**src/rtl/qea_run_sequencer.sv**
```systemverilog
// rtl/qea_run_sequencer.sv - one-shot QEA run controller: context load, state init, start, wait, readback
module qea_run_sequencer #(
  parameter int PE_NUM_WIDTH            = 2,
  parameter int PE_NUM                  = 4,
  parameter int DATA_WIDTH              = 32,
  parameter int STATE_DATA_WIDTH        = 64,
  parameter int STATE_ADDR_WIDTH        = 16,
  parameter int GATE_CONTEXT_DATA_WIDTH = 64,
  parameter int GATE_CONTEXT_ADDR_WIDTH = 16,
  parameter int MAX_QBIT_WIDTH          = 6,
  parameter int NUM_FRAC_BIT            = 30,
  parameter int TIMEOUT_CYCLES          = 2**24
) (
  input  logic                                 clk,
  input  logic                                 rst_n,
  input  logic                                 i_go,
  input  logic [MAX_QBIT_WIDTH-1:0]            i_qbit_num,
  input  logic [GATE_CONTEXT_ADDR_WIDTH:0]     i_ins_num,
  input  logic                                 i_ctx_valid,
  input  logic [GATE_CONTEXT_DATA_WIDTH-1:0]   i_ctx_data,
  output logic                                 o_ctx_ready,
  output logic                                 o_ctx_en,
  output logic                                 o_ctx_wea,
  output logic [GATE_CONTEXT_ADDR_WIDTH-1:0]   o_ctx_addr,
  output logic [GATE_CONTEXT_DATA_WIDTH-1:0]   o_ctx_data,
  output logic                                 o_state_ena,
  output logic                                 o_state_wea,
  output logic [STATE_ADDR_WIDTH-1:0]          o_state_addra,
  output logic [PE_NUM*STATE_DATA_WIDTH-1:0]   o_state_dina,
  output logic                                 o_start,
  input  logic                                 i_complete,
  input  logic [PE_NUM*STATE_DATA_WIDTH-1:0]   i_state_dout,
  output logic                                 o_rd_valid,
  output logic [STATE_ADDR_WIDTH-1:0]          o_rd_addr,
  output logic [PE_NUM*STATE_DATA_WIDTH-1:0]   o_rd_data,
  output logic                                 o_busy,
  output logic                                 o_done,
  output logic                                 o_error,
  output logic [31:0]                          o_run_cycles
);

  localparam int ROW_W = PE_NUM * STATE_DATA_WIDTH;

  localparam logic [2:0] S_IDLE     = 3'd0;
  localparam logic [2:0] S_LOAD_CTX = 3'd1;
  localparam logic [2:0] S_INIT     = 3'd2;
  localparam logic [2:0] S_START    = 3'd3;
  localparam logic [2:0] S_RUN      = 3'd4;
  localparam logic [2:0] S_READ     = 3'd5;
  localparam logic [2:0] S_DONE     = 3'd6;

  localparam logic [MAX_QBIT_WIDTH-1:0] QBIT_MIN = MAX_QBIT_WIDTH'(PE_NUM_WIDTH);
  localparam logic [MAX_QBIT_WIDTH-1:0] QBIT_MAX = MAX_QBIT_WIDTH'(STATE_ADDR_WIDTH + PE_NUM_WIDTH);
  localparam logic [GATE_CONTEXT_ADDR_WIDTH:0] CTX_ONE = {{GATE_CONTEXT_ADDR_WIDTH{1'b0}}, 1'b1};
  localparam logic [STATE_ADDR_WIDTH:0] ROW_ONE = {{STATE_ADDR_WIDTH{1'b0}}, 1'b1};
  localparam logic [31:0] TIMEOUT_LIMIT = 32'(TIMEOUT_CYCLES);

  // |0...0>: amplitude 1.0 + 0i in the top slot of row 0, everything else zero
  localparam logic [ROW_W-1:0] INIT_ROW0 = {
    {(DATA_WIDTH-NUM_FRAC_BIT-1){1'b0}}, 1'b1, {NUM_FRAC_BIT{1'b0}},
    {DATA_WIDTH{1'b0}},
    {((PE_NUM-1)*STATE_DATA_WIDTH){1'b0}}
  };

  logic [2:0]                         state;
  logic [GATE_CONTEXT_ADDR_WIDTH:0]   ins_q;
  logic [GATE_CONTEXT_ADDR_WIDTH:0]   ctx_cnt;
  logic [STATE_ADDR_WIDTH:0]          rows_q;
  logic [STATE_ADDR_WIDTH:0]          row_cnt;
  logic [31:0]                        run_cnt;
  logic                               qbit_err_q;
  logic                               qbit_ok;
  logic [MAX_QBIT_WIDTH-1:0]          row_shift;
  logic [STATE_ADDR_WIDTH:0]          rows_next;
  logic                               timeout_hit;

  assign qbit_ok   = (i_qbit_num >= QBIT_MIN) && (i_qbit_num <= QBIT_MAX);
  assign row_shift = i_qbit_num - QBIT_MIN;
  assign rows_next = ROW_ONE << row_shift;

  // Completion wins over timeout when both land on the same cycle
  assign timeout_hit = (state == S_RUN) && !i_complete && ((run_cnt + 32'd1) == TIMEOUT_LIMIT);

  assign o_ctx_ready = (state == S_LOAD_CTX);
  assign o_start     = (state == S_START);
  assign o_busy      = (state != S_IDLE);
  assign o_done      = (state == S_DONE);
  assign o_error     = qbit_err_q | timeout_hit;
  assign o_rd_data   = o_rd_valid ? i_state_dout : '0;

  always_ff @(posedge clk or negedge rst_n) begin
    if (!rst_n) begin
      state         <= S_IDLE;
      ins_q         <= '0;
      ctx_cnt       <= '0;
      rows_q        <= '0;
      row_cnt       <= '0;
      run_cnt       <= '0;
      qbit_err_q    <= 1'b0;
      o_ctx_en      <= 1'b0;
      o_ctx_wea     <= 1'b0;
      o_ctx_addr    <= '0;
      o_ctx_data    <= '0;
      o_state_ena   <= 1'b0;
      o_state_wea   <= 1'b0;
      o_state_addra <= '0;
      o_state_dina  <= '0;
      o_rd_valid    <= 1'b0;
      o_rd_addr     <= '0;
      o_run_cycles  <= '0;
    end else begin
      o_ctx_en    <= 1'b0;
      o_ctx_wea   <= 1'b0;
      o_state_ena <= 1'b0;
      o_state_wea <= 1'b0;
      qbit_err_q  <= 1'b0;
      // RAM read data arrives one cycle after the registered read address
      o_rd_valid  <= o_state_ena & ~o_state_wea;
      if (o_state_ena && !o_state_wea) o_rd_addr <= o_state_addra;

      case (state)
        S_IDLE: begin
          if (i_go) begin
            if (!qbit_ok) begin
              qbit_err_q <= 1'b1;
            end else begin
              ins_q   <= i_ins_num;
              rows_q  <= rows_next;
              ctx_cnt <= '0;
              row_cnt <= '0;
              state   <= (i_ins_num == '0) ? S_INIT : S_LOAD_CTX;
            end
          end
        end
        S_LOAD_CTX: begin
          if (i_ctx_valid) begin
            o_ctx_en   <= 1'b1;
            o_ctx_wea  <= 1'b1;
            o_ctx_addr <= ctx_cnt[GATE_CONTEXT_ADDR_WIDTH-1:0];
            o_ctx_data <= i_ctx_data;
            ctx_cnt    <= ctx_cnt + CTX_ONE;
            if ((ctx_cnt + CTX_ONE) == ins_q) state <= S_INIT;
          end
        end
        S_INIT: begin
          o_state_ena   <= 1'b1;
          o_state_wea   <= 1'b1;
          o_state_addra <= row_cnt[STATE_ADDR_WIDTH-1:0];
          o_state_dina  <= (row_cnt == '0) ? INIT_ROW0 : '0;
          if ((row_cnt + ROW_ONE) == rows_q) begin
            row_cnt <= '0;
            state   <= S_START;
          end else begin
            row_cnt <= row_cnt + ROW_ONE;
          end
        end
        S_START: begin
          run_cnt <= '0;
          state   <= S_RUN;
        end
        S_RUN: begin
          run_cnt <= run_cnt + 32'd1;
          if (i_complete) begin
            o_run_cycles <= run_cnt + 32'd1;
            state        <= S_READ;
          end else if (timeout_hit) begin
            state <= S_DONE;
          end
        end
        S_READ: begin
          // Issue R addresses, then one extra cycle lets the last row come back
          if (row_cnt < rows_q) begin
            o_state_ena   <= 1'b1;
            o_state_wea   <= 1'b0;
            o_state_addra <= row_cnt[STATE_ADDR_WIDTH-1:0];
            row_cnt       <= row_cnt + ROW_ONE;
          end else begin
            state <= S_DONE;
          end
        end
        S_DONE: begin
          state <= S_IDLE;
        end
        default: begin
          state <= S_IDLE;
        end
      endcase
    end
  end

endmodule

```
**config.mk**
```make
export PLATFORM = sky130hd
export DESIGN_NAME = qea_run_sequencer
export DESIGN_NICKNAME = d
export VERILOG_FILES = /design/src/rtl/qea_run_sequencer.sv
export SDC_FILE = /design/constraint.sdc
export NUM_CORES = 1
export LEC_CHECK = 0
export BUFFER_PORTS_ARGS = -buffer_cell sky130_fd_sc_hd__buf_2
export CORE_AREA = 2 2 394 396
export CTS_CLUSTER_DIAMETER = 120
export DETAILED_ROUTE_END_ITERATION = 12
export DIE_AREA = 0 0 396 398
export GPL_ROUTABILITY_DRIVEN = 0
export GPL_TIMING_DRIVEN = 1
export MAX_ROUTING_LAYER = met4
export PLACE_DENSITY_LB_ADDON = 0.25
export SLEW_MARGIN = 20
export SYNTH_ARGS = -nofsm -noshare
export SYNTH_HDL_FRONTEND = slang
export SYNTH_SLANG_ARGS = --single-unit
```
**constraint.sdc**
```tcl
create_clock -name clk -period 7 [get_ports clk]
set_input_delay 0.35 -clock clk [delete_from_list [all_inputs] [get_ports clk]]
set_output_delay 0.35 -clock clk [all_outputs]
set_load 0.01 [all_outputs]
```
---- Word level (Yosys, flattened, before mapping) ----
Cells that the tools add are included.
word-level totals
  register bits ........................... 508
  bits in latches ......................... 0
  bits in writable memories ............... 0
  memory bits (read-only) ................. 0
  output and inout bits ................... 666
  memories ................................ 0
operators by class
  add/sub/neg operators ................... 4
  $mul .................................... 0
  divide/modulo/power cells ............... 0
  magnitude comparators ................... 3
  eq/ne operators ......................... 17
  shift-type cells ........................ 1
  mux-type cells .......................... 30
  bitwise logic cells ..................... 3
  reductions and logical operators ........ 21
operators with widths
  cell                                                                                 count
  256-bit 2-to-1 mux                                                                   1
  255-bit 2-to-1 mux                                                                   1
  17-bit 2-to-1 mux                                                                    5
  32-bit one-hot mux with 2 select lines                                               1
  17-bit one-hot mux with 3 select lines                                               1
  17-bit by 1-bit adder with 17-bit output, second input constant                      2
  17-bit == test                                                                       2
  17-bit zero test                                                                     2
  17-bit one-hot mux with 2 select lines                                               1
  32-bit by 1-bit adder with 32-bit output, second input constant                      1
  32-bit by 25-bit == test with 1-bit output, second input constant                    1
  16-bit one-hot mux with 2 select lines                                               1
  3-bit 2-to-1 mux                                                                     8
  3-bit one-hot mux with 6 select lines                                                1
  17-bit < comparator                                                                  1
  1-bit by 6-bit left shift with 17-bit output, first input constant                   1
  16-bit 2-to-1 mux                                                                    1
  2-bit != test, second input constant                                                 6
  3-bit == test, second input constant                                                 3
  4-bit AND reduction                                                                  2
  1-bit 2-to-1 mux                                                                     7
  7-bit AND reduction                                                                  1
  3-bit by 2-bit == test with 1-bit output, second input constant                      2
  6-bit by 2-bit greater-or-equal comparator with 1-bit output, second input constant  1
  other kinds (17)                                                                     26

---- Depth between registers and ports, before layout ----
  word-level depth ........................ 6
  mapped depth ............................ 12

---- Worst setup path before layout ----
OpenSTA, ideal clock, no wires.
  path type ............................... register -> register
  start ................................... register run_cnt[0]
  end ..................................... register state[0]
  library setup time ...................... 0.128 ns
  data arrival time ....................... 2.924 ns
  data required time ...................... 6.872 ns
  setup slack ............................. 3.949 ns
  stages on the path, launching flop included .. 12
  path buffers ............................ 2
  period minus slack after synthesis ...... 3.051 ns
  cells stage by stage .................... dfrtp_1 -> ha_1 -> clkbuf_1 -> nand4_1 -> or2_1 -> clkbuf_1 -> or4_1 -> xnor2_1 -> nor4_1 -> nand4_1 -> a211oi_2 -> mux2_1
between the ends
  word-level cells in the longest chain between the ends .. 5
ends and longest elaborated chain
  what                                        RTL line  text
  start: declaration                          70        logic [31:0] run_cnt;
  start signal: assignment                    162       run_cnt <= run_cnt + 32'd1;
  32-bit by 1-bit adder with 32-bit output    82        assign timeout_hit = (state == S_RUN) && !i_complete && ((run_cnt + 32'd1) == TIMEOUT_LIMIT);
  32-bit by 25-bit == test with 1-bit output  82
  1-bit logical AND                           82
  3-bit != test (no line)                     -
  7-bit AND reduction (no line)               -
  end signal: assignment                      131       state <= (i_ins_num == '0) ? S_INIT : S_LOAD_CTX;
  end: declaration                            65        logic [2:0] state;
Every way passes these cells.
A chain may end at the register's enable or synchronous reset.

---- Worst setup path after layout ----
  start ................................... register run_cnt[0]
  end ..................................... output port o_error
between the ends
  word-level cells in the longest chain between the ends .. 4
ends and longest elaborated chain
  what                                        RTL line  text
  32-bit by 1-bit adder with 32-bit output    82
  32-bit by 25-bit == test with 1-bit output  82
  1-bit logical AND                           82
  1-bit OR                                    88        assign o_error = qbit_err_q | timeout_hit;
  end: declaration                            38        output logic o_error,
Every way passes these cells.

==> key figures <==
Status
  • Status: finished, final reports clean

Synth
  • Avg Cell Area, Syn: 8.41 um2
  • FF+latch count, synth: 253
  • Number of flops mapped to enable cells by yosys: 0
  • Yosys Warn Count: 0
  • Synth top area share: 38.1%
  • Area contributors post-synth: dfrtp_1 (38%), buf_4 (12%), and2_1 (10%)
  • Post-synth cell types: 77
  • Yosys top cell by area: dfrtp_1
  • Synth Flop Type: dfrtp_1
  • Syn Inst Count: 1975
  • Post-synthesis sequential area ratio: 38.1%
  • Ys async rst share: 100%
  • Synthesized area: 16600 um2

Clock network
  • Clock Latency Late Sink: 0.57 ns
  • Clock Sink Count: 253
  • Cts bufs inserted: 37
  • Clock root buffer: clkbuf_16
  • # Post-CTS Setup Buffers: 0
  • TritonCTS clock tree: built
  • Post-CTS Hold Buffers: 64
  • CTS resizes: 0
  • Reg clk slew, reported paths: 0.06 ns
  • H-tree depth: 2
  • CTS max path bufs: 3

GRT
  • Number of global-route vias before repair: 15.2k
  • First-pass GRT wire length: 136000 um
  • Tot GR Track Use: a little over an eighth
  • GR Overflow Total: 0
  • Initial antenna violation count: between 80 and 90
  • Largest net degree at the start of global routing: 212

STA
  • Slew margin rel.: 34.4%
  • Final Hold Fails: 0
  • Hold WS: 0.0341 ns
  • Fin crit period: ~4.7 ns
  • Setup-failing EPs final: 0
  • Final setup TNS: 0 ns
  • Setup Skew: 0.0235 ns
  • Slew Viols, Final: 0
  • Slew @ Worst Pin: ~0.98 ns
  • Tcrit/Tclk final: 67.2%
  • Fmax: 213 MHz
  • RSZ-0062 raised after global routing: false

Worst setup path
  • Arr. time, crit path: 4.35 ns
  • WS Path Type: reg -> out
  • CP Buf/Inv Count: 1
  • Crit-path slowest cell: o31ai_1
  • Setup crit end kind: output pin
  • Kind of start point of the critical path: register
  • Crit path largest cell delay: 0.64 ns
  • Critical Path Most Common Cell: nand4_1
  • Worst Path Required: 6.65 ns
  • Crit Path Max Fanout: 9
  • Crit path cell chain: ha_1 > nand4_1 > or2_1 > or4_1 > xnor2_1 > nor4_1 > nand4_1 > o31ai_1 > buf_2
  • Cell family with most CP delay: simple AND/OR/NAND/NOR gates

Layout
  • Synthesis-to-layout area growth: 42.4%
  • Net count, final: 3095
  • Post-Layout Cell Count: 4845
  • Fillers: 17.6k
  • Multi-input gate area: 8690 um2
  • Design Area, Final: roughly 24000 um2
  • Most frequent cells in the layout: buf_2 (757), nand2_1 (370), and2_1 (265), conb_1 (255), dfrtp_1 (252)
  • Commonest non-fill, non-tap cell in the layout: buf_2
  • Ratio of cells with drive above 1 in the final layout: 32.9%
  • FF/Latch Area: 6330 um2

Power
  • Power per cell area: between 300 and 400 nW/um2
  • Pint: roughly 4.2 mW
  • Net Switching: 3.10 mW
  • Clock network fraction of total power: 26.3%
  • Peak VDD IR: 0.000184 V
  • Leakage power: 11.8 nW
  • Sequential group share of total power: about a third
  • Combinational share of power: 42.2%
  • Switching share of power: 42.5%

Route
  • Routed via count: 16.4k
  • Drt pass-1 iters: 7
  • Detailed Route Iter0 Violations: 1003
  • Post-route ant nets: 0
  • Wirelength per Cell: 21.9 um
  • Post-Route WL: about 110000 um
  • DRC: 0
  • Vias per Instance: about 3.4

Worst hold path
  • Worst Hold Class: in -> reg

Flow run
  • Max cap viols: 0

Placement
  • Placed cell areas: 21700 um2
  • Port bufs: 758
  • Placed cells: 4665
  • Detailed Place HPWL: between 80000 and 90000 um

Die
  • Die height: approximately 400 um
  • Die Wd: about 400 um
  • Std-Cell Rows: 144
  • Core area: 153000 um2
  • Io pins: 1014
  • Initial core utilization: 10.8%
  • Die ar.: about 160000 um2
==> power groups by stage <==
stage | logic (mW) | clock network [mW] | registers, mW
2_1_floorplan | 1.81 | 0 | 2.24
3_3_place_gp | 3.11 | 0 | 2.32
3_5_place_dp | 3.10 | 0 | 2.34
4_1_cts | 3.15 | 2.02 | 2.31
5_1_grt | 3.40 | 2.07 | 2.37
6_report | 3.08 | 1.92 | 2.29
==> metal layers <==
metal / up-vias / wire length [um] / share of wire (%) / GRT usage [%]
met3: 178 / 6100 / 5.7 / 2.55
met2: 753 / 55500 / 52 / 23.0
li1: 7626 / - / - / -
met1: 7822 / 39600 / 37 / 14.1
met5: - / 0 / 0 / -
met4: 0 / 4920 / 4.6 / 5.98
==> state kept, by name (all words and copies together), names as in the netlist, 3 cells and up <==
signal,flops
row_cnt,17
rows_q,17
state,3
ctx_cnt,17
run_cnt,32
o_rd_addr,16
o_ctx_addr,16
o_ctx_data,64
o_state_addra,16
o_run_cycles,32
ins_q,17
==> cells in the mapped netlist, types with 14 or more instances <==
| cell | n |
|---|---|
| a21oi_1 | 22 |
| a31oi_1 | 14 |
| and2_1 | 265 |
| and3_1 | 14 |
| buf_2 | 16 |
| buf_4 | 259 |
| clkbuf_1 | 95 |
| dfrtp_1 | 253 |
| ha_1 | 23 |
| inv_1 | 35 |
| mux2_2 | 52 |
| nand2_1 | 372 |
| nand3_1 | 36 |
| nand4_1 | 33 |
| nor2_1 | 73 |
| nor3_1 | 22 |
| nor4_1 | 17 |
| o21ai_0 | 111 |
| o31ai_1 | 26 |
| xnor2_1 | 52 |
| xor2_1 | 18 |
==> stage by stage <==
stage          util (%)  worst slack (ns)  total power [mW]
6_report           15.4              2.30              7.29
5_1_grt            15.4              1.90              7.84
4_1_cts            15.3              2.11              7.48
3_5_place_dp       14.1              2.77              5.44
3_3_place_gp       14.1              2.79              5.43
2_1_floorplan         -              3.95              4.05
==> cell type report <==
| class | instances | area share [%] |
|---|---|---|
| repair buffers | 836 | 19.4 |
| clock buffers | 51 | 4.35 |
| well taps | 2044 | 10.8 |
| multi-input cells | 1559 | 36.7 |
| flip-flops and latches | 253 | 26.8 |
| inverters | 37 | 0.593 |
| clock inverters | 15 | 0.810 |
| diodes | 50 | 0.529 |
==> worst min-delay path, cell delays in order <==
cell	delay (ns)
buf_2	0.12
nand2_1	0.05
nand2_1	0.05
==> cell families (layout without fill, tap and decap cells) <==
group / count (synthesis) / after routing / synth area share (%)
AO/OA/AOI/OAI: 254 / 254 / 9.79
XOR/XNOR: 70 / 70 / 3.69
adder cells (fa/ha/maj): 23 / 23 / 1.73
buffers and inverters: 417 / 939 / 15.4
flip-flops: 253 / 253 / 38.1
multiplexers: 59 / 59 / 3.96
other: 1 / 305 / 0.0226
AND/OR/NAND/NOR: 898 / 898 / 27.3
==> final timing paths <==
path | cells past startpoint | start | slack, ns | to
setup / recovery | 9 | run_cnt[0] | 2.30 | o_error
hold / removal | 3 | i_ctx_data[1] | 0.03 | o_ctx_data[1]
max in group asynchronous | 3 | rst_n | 5.34 | rows_q[14]
setup reg to reg | 8 | row_cnt[2] | 3.19 | row_cnt[1]
min in group asynchronous | 2 | rst_n | 0.36 | o_ctx_addr[7]
hold reg to reg | 2 | o_ctx_data[51] | 0.46 | o_ctx_data[51]
Note: power is estimated with default switching activity, not from simulation.
